==> src/rtl/aurora_pkg.sv <==
// aurora_pkg: shared lane-count constants, encoder command and init-state
// encodings, and small helpers used by the aurora TX datapath.
package aurora_pkg;

  // Number of physical lanes and the width of a lane index.
  localparam int MAX_LINKS      = 4;
  localparam int MAX_LINKS_SIZE = (MAX_LINKS > 1) ? $clog2(MAX_LINKS) : 1;

  // Command broadcast to the lane encoders.
  typedef enum logic [2:0] {
    CMD_RESET  = 3'd0,
    CMD_ALIGN  = 3'd1,
    CMD_BOND   = 3'd2,
    CMD_VERIFY = 3'd3,
    CMD_DATA   = 3'd4
  } tx_cmd_t;

  // Phases of the TX initialization sequence.
  typedef enum logic [2:0] {
    RESET,
    ALIGN,
    BOND,
    VERIFY,
    READY
  } init_state_t;

  // Encoder command issued while the sequencer sits in a given phase.
  function automatic tx_cmd_t state_cmd(input init_state_t s);
    tx_cmd_t c;
    case (s)
      RESET:   c = CMD_RESET;
      ALIGN:   c = CMD_ALIGN;
      BOND:    c = CMD_BOND;
      VERIFY:  c = CMD_VERIFY;
      READY:   c = CMD_DATA;
      default: c = CMD_RESET;
    endcase
    return c;
  endfunction

  // Larger of two integers, used for sizing counters from parameters.
  function automatic int max_int(input int a, input int b);
    return (a > b) ? a : b;
  endfunction

endpackage

==> src/rtl/aurora_init_timer.sv <==
// aurora_init_timer: saturating up-counter with synchronous clear.
// Counts every cycle, sticks at all-ones instead of wrapping, and returns
// to zero on the cycle after clear is high.
module aurora_init_timer
  import aurora_pkg::*;
#(
  parameter int WIDTH = 8
) (
  input  logic             clk,
  input  logic             rst_n,
  input  logic             clear,
  output logic [WIDTH-1:0] count
);

  localparam logic [WIDTH-1:0] COUNT_MAX = {WIDTH{1'b1}};

  // Count up each cycle, hold at the ceiling, zero on clear.
  always_ff @(posedge clk or negedge rst_n) begin
    if (!rst_n) begin
      count <= '0;
    end else if (clear) begin
      count <= '0;
    end else if (count != COUNT_MAX) begin
      count <= count + WIDTH'(1);
    end
  end

endmodule

==> src/rtl/aurora_init_ctrl.sv <==
// aurora_init_ctrl: simplex TX initialization sequencer.
// Steps the channel RESET -> ALIGN -> (BOND) -> VERIFY -> READY using the
// simplex_* sideband status, drives the lane encoder command and lane enable
// mask, and opens the AXI path once the channel is up.
// Optional build macro AURORA_INIT_TIMEOUT_EN adds a per-phase watchdog that
// forces re-initialization and pulses init_timeout; without it init_timeout
// is tied low and the init phases wait indefinitely.
module aurora_init_ctrl
  import aurora_pkg::*;
#(
  parameter int RESET_CYCLES     = 16,
  parameter int MIN_ALIGN_CYCLES = 64,
  parameter int VERIFY_CYCLES    = 64,
  parameter int TIMEOUT_CYCLES   = 4096
) (
  input  logic                      clk,
  input  logic                      rst_n,
  input  logic                      single_lane,
  input  logic [MAX_LINKS_SIZE-1:0] lane_select,
  input  logic                      simplex_aligned,
  input  logic                      simplex_bonded,
  input  logic                      simplex_verified,
  input  logic                      simplex_reset,
  input  logic                      axi_valid,
  input  logic                      axi_last,
  output logic                      axi_ready,
  output tx_cmd_t                   tx_cmd,
  output logic [MAX_LINKS-1:0]      lane_en,
  output logic                      channel_up,
  output logic                      frame_abort,
  output logic                      init_timeout
);

  // Counters are sized from the largest cycle parameter so that every
  // threshold is representable; they saturate rather than wrap.
  localparam int MAX_PARAM = max_int(max_int(RESET_CYCLES, MIN_ALIGN_CYCLES),
                                     max_int(VERIFY_CYCLES, TIMEOUT_CYCLES));
  localparam int CW = $clog2(MAX_PARAM) + 1;

  localparam logic [CW-1:0] RESET_LAST  = CW'(RESET_CYCLES - 1);
  localparam logic [CW-1:0] ALIGN_LAST  = CW'(MIN_ALIGN_CYCLES - 1);
  localparam logic [CW-1:0] VERIFY_LAST = CW'(VERIFY_CYCLES - 1);

  init_state_t          state;
  init_state_t          next_state;
  logic [CW-1:0]        phase_count;
  logic                 phase_clear;
  logic                 state_change;
  logic                 single_latched;
  logic                 in_frame;
  logic                 beat_accept;
  logic                 leave_ready;
  logic                 timeout_hit;
  logic [MAX_LINKS-1:0] lane_mask;

  assign state_change = (next_state != state);
  // While the receiver keeps requesting reset, the RESET dwell restarts.
  assign phase_clear  = state_change || ((state == RESET) && simplex_reset);
  assign beat_accept  = (state == READY) && axi_valid;
  assign leave_ready  = (state == READY) && (next_state != READY);
  assign lane_mask    = single_lane ? (MAX_LINKS'(1) << lane_select)
                                    : {MAX_LINKS{1'b1}};

  aurora_init_timer #(
    .WIDTH (CW)
  ) u_phase_timer (
    .clk   (clk),
    .rst_n (rst_n),
    .clear (phase_clear),
    .count (phase_count)
  );

`ifdef AURORA_INIT_TIMEOUT_EN
  localparam logic [CW-1:0] TIMEOUT_LAST = CW'(TIMEOUT_CYCLES - 1);

  logic [CW-1:0] wd_count;
  logic          wd_clear;
  logic          in_init_phase;
  logic          wd_expired;

  // The watchdog only runs inside ALIGN/BOND/VERIFY and restarts per phase.
  assign in_init_phase = (state == ALIGN) || (state == BOND) || (state == VERIFY);
  assign wd_clear      = state_change || !in_init_phase;
  assign wd_expired    = in_init_phase && (wd_count == TIMEOUT_LAST);

  aurora_init_timer #(
    .WIDTH (CW)
  ) u_watchdog (
    .clk   (clk),
    .rst_n (rst_n),
    .clear (wd_clear),
    .count (wd_count)
  );
`endif

  // Next-phase selection: receiver reset, loss of alignment, watchdog, then
  // the normal forward progression.
  always_comb begin
    next_state  = state;
    timeout_hit = 1'b0;
    if ((state != RESET) && simplex_reset) begin
      next_state = RESET;
    end else if (((state == BOND) || (state == VERIFY) || (state == READY)) &&
                 !simplex_aligned) begin
      next_state = RESET;
    end
`ifdef AURORA_INIT_TIMEOUT_EN
    else if (wd_expired) begin
      next_state  = RESET;
      timeout_hit = 1'b1;
    end
`endif
    else begin
      case (state)
        RESET: begin
          if (!simplex_reset && (phase_count == RESET_LAST)) begin
            next_state = ALIGN;
          end
        end
        ALIGN: begin
          if ((phase_count >= ALIGN_LAST) && simplex_aligned) begin
            next_state = single_latched ? VERIFY : BOND;
          end
        end
        BOND: begin
          if (simplex_bonded) begin
            next_state = VERIFY;
          end
        end
        VERIFY: begin
          if ((phase_count >= VERIFY_LAST) && simplex_verified) begin
            next_state = READY;
          end
        end
        READY: begin
          next_state = READY;
        end
        default: begin
          next_state = RESET;
        end
      endcase
    end
  end

  // State register with outputs decoded from the next phase so they change
  // on the same edge as the state; also lane config latch and frame tracking.
  always_ff @(posedge clk or negedge rst_n) begin
    if (!rst_n) begin
      state          <= RESET;
      tx_cmd         <= CMD_RESET;
      axi_ready      <= 1'b0;
      channel_up     <= 1'b0;
      frame_abort    <= 1'b0;
      lane_en        <= '0;
      single_latched <= 1'b0;
      in_frame       <= 1'b0;
`ifdef AURORA_INIT_TIMEOUT_EN
      init_timeout   <= 1'b0;
`endif
    end else begin
      state       <= next_state;
      tx_cmd      <= state_cmd(next_state);
      axi_ready   <= (next_state == READY);
      channel_up  <= (next_state == READY);
      frame_abort <= leave_ready && (in_frame || (axi_valid && !axi_last));
`ifdef AURORA_INIT_TIMEOUT_EN
      init_timeout <= timeout_hit;
`endif
      if ((state == RESET) && (next_state == ALIGN)) begin
        lane_en        <= lane_mask;
        single_latched <= single_lane;
      end
      if (leave_ready) begin
        in_frame <= 1'b0;
      end else if (beat_accept) begin
        in_frame <= !axi_last;
      end
    end
  end

`ifndef AURORA_INIT_TIMEOUT_EN
  assign init_timeout = 1'b0;
  // timeout_hit stays low in this build; fold it into a harmless reduction.
  logic unused_timeout;
  assign unused_timeout = timeout_hit;
`endif

endmodule

==> config.mk <==
export PLATFORM = sky130hd
export DESIGN_NAME = aurora_init_ctrl
export DESIGN_NICKNAME = d
export VERILOG_FILES = /design/src/rtl/aurora_pkg.sv /design/src/rtl/aurora_init_timer.sv /design/src/rtl/aurora_init_ctrl.sv
export SDC_FILE = /design/constraint.sdc
export NUM_CORES = 1
export LEC_CHECK = 0
export BUFFER_PORTS_ARGS = -buffer_cell sky130_fd_sc_hd__buf_2
export CAP_MARGIN = 20
export CORE_MARGIN = 2
export CORE_UTILIZATION = 35
export CTS_CLUSTER_DIAMETER = 200
export DETAILED_ROUTE_END_ITERATION = 8
export PLACE_DENSITY = 0.5
export SYNTH_ARGS = -nofsm -noshare
export SYNTH_HDL_FRONTEND = slang
export SYNTH_SLANG_ARGS = --single-unit
==> constraint.sdc <==
create_clock -name clk -period 3.95 [get_ports clk]
set_clock_uncertainty 0.15 [all_clocks]
set_input_delay 0.5925 -clock clk [delete_from_list [all_inputs] [get_ports clk]]
set_output_delay 0.5925 -clock clk [all_outputs]
set_load 0.02 [all_outputs]
==> metrics.csv, run 1 <==
stage;metric;value;unit
logic_synthesis;syn_area;1519;um^2
critical_path;critPathMaxFanout;13;
critical_path;r2r_cells;6;
final_layout;nets;186;
timing;worstMarginPinSlew;0.9431;ns
clock_network;cts_buffers;3;
final_layout;layout.cells.non_filler;223;
route;vias_per_cell;5.417;
logic_synthesis;netlist.area_leader.share;44.48;%
logic_synthesis;yosysTopAreaCell;dfrtp_1;
placed_design;dp_hpwl;2.294;mm
route;vias;1208;
clock_network;cts_tree;yes;
logic_synthesis;yosys_warnings;0;
floorplanning;start_util;37.17;%
critical_path;r2r_start;u_phase_timer.count[0];
logic_synthesis;synthesis.nets;166;
floorplanning;coreArea;4086;um^2
placed_design;dpl_cell_area;1645;um^2
timing;fmax;0.4071;GHz
route;drt-wirelength-per-cell;13.91;um
timing;fin_tns_setup;0;ns
final_layout;final_design_area_no_fill;1692;um^2
route;firstDrtPassIters;4;
clock_network;ctsResizeCount;0;
critical_path;r2r_end;u_phase_timer.count[2];
floorplanning;die_width;69.88;um
timing;slew-limit-headroom;37.12;%
critical_path;path_cells;ha_1 > a21oi_1 > o311ai_4 > a2111oi_4 > o221ai_2 > nor3_1;
floorplanning;pin_count;22;
timing;slew_violations;0;
clock_network;cts.htree.levels;1;
logic_synthesis;synth_area_per_cell;9.863;um^2
timing;hold_viol;0;
critical_path;cp-end-kind;flip-flop;
floorplanning;dieArea;4883;um^2
placed_design;gp_congestion;0.8222;
critical_path;worst_path_max_delay_cell;o221ai_2;
floorplanning;rows;23;
clock_network;clk_latency;0.27;ns
power_and_ir_drop;totalPowerFinal;0.6652;mW
final_layout;fin_util;41.40;%
logic_synthesis;synth_cells;154;
logic_synthesis;ys_seq_area_share;44.48;%
grt;grt.overflow.total;0;
final_layout;areaGrowthSynthToFinish;11.37;%
logic_synthesis;ys_ff_latch;27;
power_and_ir_drop;power.density;393.3;nW/um^2
logic_synthesis;async_flop_share;100.0;%
job;cap_violations;0;
clock_network;post_cts_buffers;0;
final_layout;num_antenna_cells;0;
grt;grt_pass1_vias;1188;
power_and_ir_drop;ir_worst_vdd;0.0001772;V
route;drc;0;
placed_design;dp_slack;1.376;ns
timing;hold-worst-slack;0.1679;ns
logic_synthesis;synth_edf_count;0;
critical_path;r2r_slack;1.49;ns
route;routed_wl;3.102;mm
critical_path;cp.required;3.92;ns
logic_synthesis;synth_area_leaders;dfrtp_1 (44%), nor2_1 (4.2%), mux2_2 (3.7%);
status;status;finished, final reports clean;
power_and_ir_drop;leakage;0.7550;nW
placed_design;placed_cells;219;
logic_synthesis;synth-main-ff-cell;dfrtp_1;
grt;grt_antenna_before_repair;0;
critical_path;path_delay_family;compound AO/OA/AOI/OAI gates;
grt;grt_pass1_wl;5.561;mm
critical_path;crit_type;flip-flop to flip-flop;
route;drtIter0Drc;113;
grt;grt.total_usage;13.70;%
clock_network;numClockSinks;27;
critical_path;cp_slowest_stage_delay;0.76;ns
timing;rsz0062_at_grt;false;
timing;period_needed;2.456;ns
worst_hold_path;hp-class;input port to asynchronous set/reset pin;
timing;finalWorstSetupSlack;1.494;ns
critical_path;start_kind;flip-flop;
floorplanning;fp.dieH;69.88;um
grt;grt_max_degree;28;
critical_path;worst_ep_arrival_time;2.43;ns
placed_design;io_buffers;20;
clock_network;clk_path_buf_depth;2;
critical_path;critPathBufInv;0;
logic_synthesis;ys_types;47;
timing;setup_violations;0;
clock_network;clk_pin_slew;0.10;ns
route;drt.antenna.violating_nets;0;
timing;finalCritPeriodShare;62.18;%
clock_network;ctsHoldBuffers;0;
clock_network;cts_root_buf;clkbuf_8;
final_layout;drive_above_1_share;27.75;%
-- logic make-up (layout without fill, tap and decap cells) --
| group | count (synthesis) | after routing | share of synthesized area, % |
|---|---|---|---|
| compound gates | 36 | 36 | 18.54 |
| fa+ha+maj | 1 | 1 | 0.8236 |
| simple gates | 69 | 69 | 25.54 |
| other cells | 1 | 1 | 0.2469 |
| xor+xnor | 3 | 3 | 1.730 |
| buf+inv | 10 | 29 | 3.624 |
| mux | 7 | 7 | 5.025 |
| flops | 27 | 27 | 44.48 |
-- layer usage --
layer	vias to the layer above	track usage (%)	wire length (um)
met5	-	0	0
met3	8	2.453	140
met4	0	4.915	63
met1	579	18.84	1479
li1	589	-	-
met2	32	21.59	1419
-- worst register-to-register path: cells and delay by family (launching register included) --
family / cells / cell delay, ns
flip-flops: 1 / 0.42
AO/OA/AOI/OAI: 4 / 1.35
AND/OR/NAND/NOR: 1 / 0.14
adder cells (fa/ha/maj): 1 / 0.25
-- cells in the mapped netlist (2+ instances only) --
| master | count |
|---|---|
| a31oi_1 | 3 |
| mux2i_1 | 2 |
| inv_1 | 5 |
| nor2_2 | 9 |
| nand2b_1 | 4 |
| nand2_1 | 13 |
| and3_1 | 2 |
| buf_4 | 2 |
| nor2_1 | 17 |
| buf_2 | 2 |
| xnor2_1 | 2 |
| nor2b_1 | 2 |
| o22ai_1 | 3 |
| nor3_1 | 4 |
| nand3_1 | 6 |
| o21ai_0 | 8 |
| dfrtp_1 | 27 |
| a211oi_1 | 2 |
| nand4_1 | 3 |
| mux2_2 | 5 |
| a21oi_1 | 7 |
-- where the power goes --
| part | switching, mW | internal [mW] | total (mW) |
|---|---|---|---|
| registers | 0.0269 | 0.298 | 0.324 |
| clock network | 0.0903 | 0.0708 | 0.161 |
| logic | 0.118 | 0.0617 | 0.180 |
-- cell type report --
type                    count  area [um^2]
fillers                   419         2395
multi-input cells         117        788.3
flip-flops and latches     27        675.6
repair buffers             20        100.1
well taps                  50        62.56
clock buffers               3        41.29
inverters                   5        18.77
clock inverters             1        5.005
-- cells in the final DEF, fill, tap and decap left out, types with 2 or more instances in the layout --
master and n:
dfrtp_1 27, mux2i_1 2, nand4_1 3, and3_1 2, nor3_1 4, nor2_2 9, nand3_1 6, a211oi_1 2
o21ai_0 8, nor2_1 17, nand2b_1 4, clkbuf_8 3, xnor2_1 2, a31oi_1 3, nor2b_1 2, mux2_2 5
buf_2 20, o22ai_1 3, nand2_1 13, inv_1 5, a21oi_1 7
-- registers in the layout (all words and copies together), names as in the netlist --
register / cells
single_latched: 1
in_frame: 1
state: 3
channel_up: 1
u_phase_timer.count: 13
lane_en: 4
frame_abort: 1
tx_cmd: 3
-- worst max-delay path by stage --
stage	startpoint	to	slack, ns	cells after the start
2_1_floorplan	simplex_aligned	u_phase_timer.count[7]	1.94	6
3_3_place_gp	simplex_aligned	u_phase_timer.count[11]	1.49	6
3_5_place_dp	simplex_aligned	u_phase_timer.count[11]	1.38	6
4_1_cts	u_phase_timer.count[0]	u_phase_timer.count[2]	1.48	6
5_1_grt	u_phase_timer.count[0]	u_phase_timer.count[2]	1.31	6
6_report	u_phase_timer.count[0]	u_phase_timer.count[2]	1.49	6
(Power assumes the default switching activity.)
==> inputs of run 2 (changes only) <==
--- a/config.mk
+++ b/config.mk
@@ -11,7 +11,7 @@
 export CORE_UTILIZATION = 35
 export CTS_CLUSTER_DIAMETER = 200
 export DETAILED_ROUTE_END_ITERATION = 8
-export PLACE_DENSITY = 0.5
+export PLACE_DENSITY = 0.52
 export SYNTH_ARGS = -nofsm -noshare
 export SYNTH_HDL_FRONTEND = slang
 export SYNTH_SLANG_ARGS = --single-unit
==> constraint.sdc (replaced) <==
create_clock -name clk -period 2.1 [get_ports clk]
set_clock_uncertainty 0.15 [all_clocks]
set_input_delay 0.315 -clock clk [delete_from_list [all_inputs] [get_ports clk]]
set_output_delay 0.315 -clock clk [all_outputs]
set_load 0.02 [all_outputs]
==> run 2 against run 1 <==
Effect of this change: via count grew 10%; largest cell class unchanged; setup slack worse by 1.4 ns; utilization up 5.2 points; maximum frequency rose by 21%; first-iteration DRC count shrank 29%; die area is the same; register-to-register slack worse by 1.4 ns; critical path type unchanged; clock-buffer cell count unchanged; combinational power increased to 2.8 times the previous value; sequential cell count unchanged.
==> metrics.csv, run 2 (synthesis gave the netlist of run 1 again) <==
stage;metric;value;unit;change
floorplanning;rows;23;;unchanged
critical_path;crit_type;flip-flop to flip-flop;;
final_layout;multi_input_area;805.8;um^2;+2.2%
timing;slew_violations;0;;unchanged
route;drtIter0Drc;80;;-29%
placed_design;placed_cells;242;;+11%
clock_network;cts_tree;yes;;
clock_network;clk_pin_slew;0.10;ns;about the same
final_layout;fin_util;46.60;%;+5.2 points
final_layout;top_register;u_phase_timer.count;;
critical_path;critPathMaxFanout;6;;-7
floorplanning;fp.dieH;69.88;um;unchanged
timing;worstMarginPinSlew;0.5932;ns;-0.3500 ns
route;vias;1334;;+10%
clock_network;cts_buffers;3;;unchanged
final_layout;nets;211;;+13%
critical_path;cp_slowest_stage_delay;0.42;ns;-0.34 ns
grt;grt_pass1_wl;5.720;mm;+2.9%
power_and_ir_drop;power.density;734.0;nW/um^2;+87%
power_and_ir_drop;ir_worst_vdd;0.0002943;V;+66%
status;status;finished, final reports clean;;
final_layout;layout_common_cells;dfrtp_1 (26), buf_4 (23), buf_2 (20);;
floorplanning;pin_count;22;;unchanged
critical_path;cp-end-kind;flip-flop;;
final_layout;largest_reg_flops;13;;unchanged
clock_network;cts.htree.levels;1;;unchanged
grt;grt_max_degree;28;;unchanged
timing;hold-worst-slack;0.09652;ns;-0.07137 ns
timing;period_needed;2.027;ns;-0.4288 ns
floorplanning;coreArea;4086;um^2;unchanged
critical_path;path_cells;nor4_4 > o311ai_4 > a2111oi_4 > o221ai_4 > buf_4 > nor2_2;;
floorplanning;die_width;69.88;um;unchanged
grt;grt.total_usage;14.48;%;+0.78 points
placed_design;gp_congestion;0.7788;;-5.3%
timing;fin_tns_setup;0;ns;unchanged
placed_design;io_buffers;20;;unchanged
timing;hold_viol;0;;unchanged
timing;slew-limit-headroom;60.46;%;+23 points
route;drt-wirelength-per-cell;13.42;um;-3.5%
route;drt.antenna.violating_nets;0;;unchanged
worst_hold_path;hp-class;input port to flip-flop;;
final_layout;n_fill_cell;400;;-4.5%
floorplanning;start_util;37.17;%;unchanged
route;drc;0;;unchanged
final_layout;reg_top3;u_phase_timer.count x13, lane_en x4;;
route;firstDrtPassIters;4;;unchanged
critical_path;worst_path_max_delay_cell;dfrtp_1;;
clock_network;numClockSinks;27;;unchanged
clock_network;clk_path_buf_depth;2;;unchanged
grt;grt_pass1_vias;1288;;+8.4%
power_and_ir_drop;totalPowerFinal;1.398;mW;+110%
grt;grt.overflow.total;0;;unchanged
final_layout;layout.cells.non_filler;248;;+11%
job;cap_violations;0;;unchanged
final_layout;seq_area;676.9;um^2;+0.19%
clock_network;clk_latency;0.28;ns;about the same
final_layout;areaGrowthSynthToFinish;25.37;%;
grt;grt_antenna_before_repair;0;;unchanged
timing;setup_violations;0;;unchanged
critical_path;start_kind;flip-flop;;
power_and_ir_drop;leakage;0.8849;nW;+17%
critical_path;critPathBufInv;1;;+1
timing;finalCritPeriodShare;96.54;%;+34 points
final_layout;layout_commonest_cell;dfrtp_1;;
route;routed_wl;3.329;mm;+7.3%
timing;rsz0062_at_grt;true;;
placed_design;dp_hpwl;2.611;mm;+14%
route;vias_per_cell;5.379;;-0.70%
clock_network;cts_root_buf;clkbuf_8;;
critical_path;cp.required;2.17;ns;-1.75 ns
timing;fmax;0.4932;GHz;+21%
final_layout;num_antenna_cells;0;;unchanged
floorplanning;dieArea;4883;um^2;unchanged
final_layout;drive_above_1_share;37.88;%;+10 points
critical_path;path_delay_family;compound AO/OA/AOI/OAI gates;;
critical_path;worst_ep_arrival_time;2.10;ns;-0.33 ns
run 2: cell count changes in the layout (fill, tap and decap cells not counted), sizes merged:
cell and change:
buf +24, dlygate4sd3 +1
run 2: layout make-up:
class	instances	share of cell area [%]
inverters	5	0.9855
clock inverters	1	0.2628
repair buffers	45	15.44
clock buffers	3	2.168
flip-flops and latches	27	35.55
multi-input cells	117	42.31
well taps	50	3.285
run 2: where the power goes:
part | switching (mW) | internal, mW | total [mW]
Combinational | 0.275 | 0.233 | 0.508
Clock | 0.165 | 0.133 | 0.298
Sequential | 0.0293 | 0.562 | 0.591
run 2: worst reg2reg max path: cells and delay by family (launching register included):
kind / cells / cell delay [ns]
AO/OA/AOI/OAI: 3 / 0.76
buffers and inverters: 1 / 0.20
flip-flops: 1 / 0.42
AND/OR/NAND/NOR: 2 / 0.45
run 2: worst paths after layout:
path	depth (start not counted)	slack, ns	to	start
setup reg to reg	6	0.07	u_phase_timer.count[3]	u_phase_timer.count[10]
setup / recovery	6	0.07	u_phase_timer.count[3]	u_phase_timer.count[10]
hold / removal	2	0.1	in_frame	axi_last
hold reg to reg	1	0.36	lane_en[1]	lane_en[1]
max in group asynchronous	2	0.96	state[0]	rst_n
min in group asynchronous	2	0.43	state[1]	rst_n
run 2: timing repair:
| item | CTS | global route |
|---|---|---|
| hold buffers | 1 | 0 |
| endpoints found under the setup margin | 6 | 10 |
| hold endpoints to repair | 27 | 0 |
| resized for setup | 2 | 3 |
| setup buffers | 0 | 1 |
| pin swaps | 0 | 1 |
run 2: through the flow:
step | area [um^2] | worst slack, ns
after detailed placement | 1818 | -0.008514
after global placement | 1818 | 0.06979
after global routing | 1904 | -0.02529
after CTS | 1889 | 0.02240
after floorplan | 1519 | 0.1453
final | 1904 | 0.07261
run 2: metal layers:
metal  GRT usage (%)  up-vias  share of wire (%)
li1                -      640                  -
met1           19.47      635                 46
met2           22.96       46                 47
met3           2.742       13                4.7
met4           5.769        0                2.5
met5               0        -                  0
==> inputs of run 3 (changes only) <==
--- a/config.mk
+++ b/config.mk
@@ -5,8 +5,9 @@
 export SDC_FILE = /design/constraint.sdc
 export NUM_CORES = 1
 export LEC_CHECK = 0
+export ABC_AREA = 1
 export BUFFER_PORTS_ARGS = -buffer_cell sky130_fd_sc_hd__buf_2
-export CAP_MARGIN = 20
+export CORE_ASPECT_RATIO = 2
 export CORE_MARGIN = 2
 export CORE_UTILIZATION = 35
 export CTS_CLUSTER_DIAMETER = 200
==> run 3 against run 2 <==
Effect of this change: worst hold slack improved by 0.065 ns; highest routed layer unchanged; synthesized area rose by 0.66%; largest power group unchanged; largest cell class unchanged; first-iteration DRC count shrank 71%; via count increased by 2.8%; wire length is 2.8% lower.
==> metrics.csv, run 3 <==
stage;metric;value;unit;change
timing;hold_viol;0;;unchanged
timing;slew-limit-headroom;61.09;%;+0.64 points
clock_network;numClockSinks;27;;unchanged
critical_path;worst_path_max_delay_cell;dfrtp_1;;
power_and_ir_drop;totalPowerFinal;0.9965;mW;-29%
grt;grt.total_usage;14.01;%;-0.47 points
route;firstDrtPassIters;6;;+2
final_layout;largest_reg_flops;13;;unchanged
timing;fmax;0.4949;GHz;+0.33%
grt;grt_pass1_wl;5.499;mm;-3.9%
final_layout;layout_common_cells;nand2_1 (35), inv_1 (33), dfrtp_1 (26);;
route;routed_wl;3.235;mm;-2.8%
placed_design;io_buffers;20;;unchanged
critical_path;cp.required;2.17;ns;about the same
timing;worstMarginPinSlew;0.5836;ns;-0.009556 ns
critical_path;path_cells;ha_4 > nand3_4 > nor2_4 > nor2_1 > nand3_2 > nand3_1 > nand3_2 > nand2_2 > nand2_1 > nand2_2 > nor2_4 > nand2_4 > nor2_4;;
worst_hold_path;hp-class;input port to flip-flop;;
logic_synthesis;syn_area;1529;um^2;+0.66%
critical_path;start_kind;flip-flop;;
clock_network;clk_latency;0.27;ns;about the same
floorplanning;coreArea;4254;um^2;+4.1%
route;vias;1372;;+2.8%
timing;setup_violations;0;;unchanged
grt;grt_antenna_before_repair;0;;unchanged
route;drtIter0Drc;23;;-71%
route;drt.antenna.violating_nets;0;;unchanged
timing;finalCritPeriodShare;96.22;%;-0.32 points
logic_synthesis;ys_seq_area_share;44.19;%;-0.29 points
logic_synthesis;ys_ff_latch;27;;unchanged
clock_network;cts.htree.levels;1;;unchanged
floorplanning;pin_count;22;;unchanged
clock_network;clk_path_buf_depth;2;;unchanged
power_and_ir_drop;ir_worst_vdd;0.0003005;V;+2.1%
power_and_ir_drop;power.density;523.3;nW/um^2;-29%
logic_synthesis;synthesis.nets;214;;+29%
route;drt-wirelength-per-cell;11.16;um;-17%
critical_path;worst_ep_arrival_time;2.09;ns;about the same
final_layout;layout_commonest_cell;nand2_1;;
grt;grt_pass1_vias;1301;;+1.0%
floorplanning;die_width;50.74;um;-27%
clock_network;cts_tree;yes;;
critical_path;cp-end-kind;flip-flop;;
clock_network;cts_buffers;3;;unchanged
critical_path;r2r_start;u_phase_timer.count[1];;
logic_synthesis;synth_area_per_cell;7.569;um^2;-23%
route;vias_per_cell;4.731;;-12%
grt;grt_max_degree;28;;unchanged
timing;period_needed;2.021;ns;-0.006699 ns
logic_synthesis;synth_cells;202;;+31%
timing;hold-worst-slack;0.1616;ns;+0.06510 ns
placed_design;gp_congestion;0.9351;;+20%
worst_hold_path;min_from;axi_last;;
power_and_ir_drop;leakage;0.9642;nW;+9.0%
final_layout;drive_above_1_share;32.63;%;-5.3 points
clock_network;clk_pin_slew;0.09;ns;about the same
floorplanning;fp.dieH;97.47;um;+39%
logic_synthesis;synth_edf_count;0;;unchanged
floorplanning;dieArea;4945;um^2;+1.3%
logic_synthesis;synth-main-ff-cell;dfrtp_1;;
final_layout;reg_top3;u_phase_timer.count x13, lane_en x4;;
timing;slew_violations;0;;unchanged
job;cap_violations;0;;unchanged
grt;grt.overflow.total;0;;unchanged
final_layout;areaGrowthSynthToFinish;24.55;%;
critical_path;cp_slowest_stage_delay;0.43;ns;about the same
logic_synthesis;synth_area_leaders;dfrtp_1 (44%), nand2_1 (10%), inv_1 (8.3%);;
final_layout;num_antenna_cells;0;;unchanged
logic_synthesis;netlist.area_leader.share;44.19;%;-0.29 points
timing;rsz0062_at_grt;true;;
logic_synthesis;yosysMostFrequentCell;nand2_1;;
critical_path;crit_type;flip-flop to flip-flop;;
status;status;finished, final reports clean;;
placed_design;dp_hpwl;2.412;mm;-7.6%
critical_path;critPathMaxFanout;7;;+1
route;drc;0;;unchanged
logic_synthesis;yosysTopAreaCell;dfrtp_1;;
final_layout;nets;249;;+18%
logic_synthesis;ys_types;25;;-47%
logic_synthesis;async_flop_share;100.0;%;unchanged
floorplanning;rows;34;;+48%
critical_path;startpoint;u_phase_timer.count[1];;
critical_path;cp_common_cell;nor2_4;;
logic_synthesis;yosys_warnings;0;;unchanged
logic_synthesis;yosys-top-cells-count;nand2_1 (41), inv_1 (34), dfrtp_1 (27);;
final_layout;top_register;u_phase_timer.count;;
floorplanning;start_util;35.94;%;-1.2 points
clock_network;cts_root_buf;clkbuf_8;;
run 3: worst max-delay path, delay by kind of cell, from the launching register on:
kind                     cells  cell delay (ns)
adder cells (fa/ha/maj)      1             0.19
flip-flops                   1             0.43
AND/OR/NAND/NOR             12             1.19
run 3: through the flow:
| step | cells | worst slack, ns | TNS, ns | area (um^2) | util [%] |
|---|---|---|---|---|---|
| after global placement | 279 | -0.03711 | -0.3504 | 1715 | 40.32 |
| after detailed placement | 279 | -0.07089 | -0.6520 | 1715 | 40.32 |
| after CTS | 285 | 0.0005442 | 0 | 1792 | 42.12 |
| final | 290 | 0.07931 | 0 | 1904 | 44.76 |
| after floorplan | 202 | 0.1728 | 0 | 1529 | - |
| after global routing | 290 | -0.03872 | -0.1816 | 1904 | 44.76 |
run 3: layer usage:
| metal | GRT usage (%) | share of wire, % | up-vias |
|---|---|---|---|
| met5 | 0 | 0 | - |
| met4 | 4.990 | 2.0 | 0 |
| met3 | 1.538 | 3.4 | 7 |
| met2 | 23.38 | 50 | 27 |
| met1 | 18.32 | 45 | 642 |
| li1 | - | - | 696 |
run 3: report_power, final:
| part | total, mW | internal [mW] | leakage (nW) | switching [mW] |
|---|---|---|---|---|
| clock | 0.295 | 0.136 | 0.0228 | 0.159 |
| sequential | 0.559 | 0.540 | 0.350 | 0.0191 |
| combinational | 0.143 | 0.0528 | 0.592 | 0.0900 |
run 3: logic make-up (layout without fill, tap and decap cells):
kind of cell               Yosys count  count (layout)  synth area share [%]
AOI/OAI and AO/OA                   28              28                 10.15
other                                1               1                0.2453
adders and majority gates            1               1                0.8182
DFF                                 27              27                 44.19
xor gates and xnor gates             4               4                 2.292
and+or+nand+nor                    100             101                 31.26
buffers and inverters               41              74                 11.05
run 3: cell type report:
cell class	count	area, um^2
flip-flops and latches	27	676.9
inverters	38	142.6
well taps	54	67.56
clock buffers	4	45.04
multi-input cells	135	779.5
repair buffers	32	192.7
fillers	448	2350
run 3: worst paths after layout:
| path | slack (ns) | to | cells after the start |
|---|---|---|---|
| min | 0.16 | in_frame | 4 |
| max reg2reg | 0.08 | u_phase_timer.count[2] | 13 |
| max in group asynchronous | 0.98 | u_phase_timer.count[8] | 2 |
| min in group asynchronous | 0.41 | u_phase_timer.count[9] | 2 |
| max | 0.08 | u_phase_timer.count[2] | 13 |
| min reg2reg | 0.34 | frame_abort | 1 |
run 3: what timing repair did:
item / 4_1_cts / 5_1_grt
hold endpoints to repair: 27 / 0
endpoints found under the setup margin: 13 / 13
buffers inserted: 0 / 5
gates resized for setup: 3 / 22
hold buffers: 1 / 0
cloned: 1 / 0
pin swaps: 2 / 5
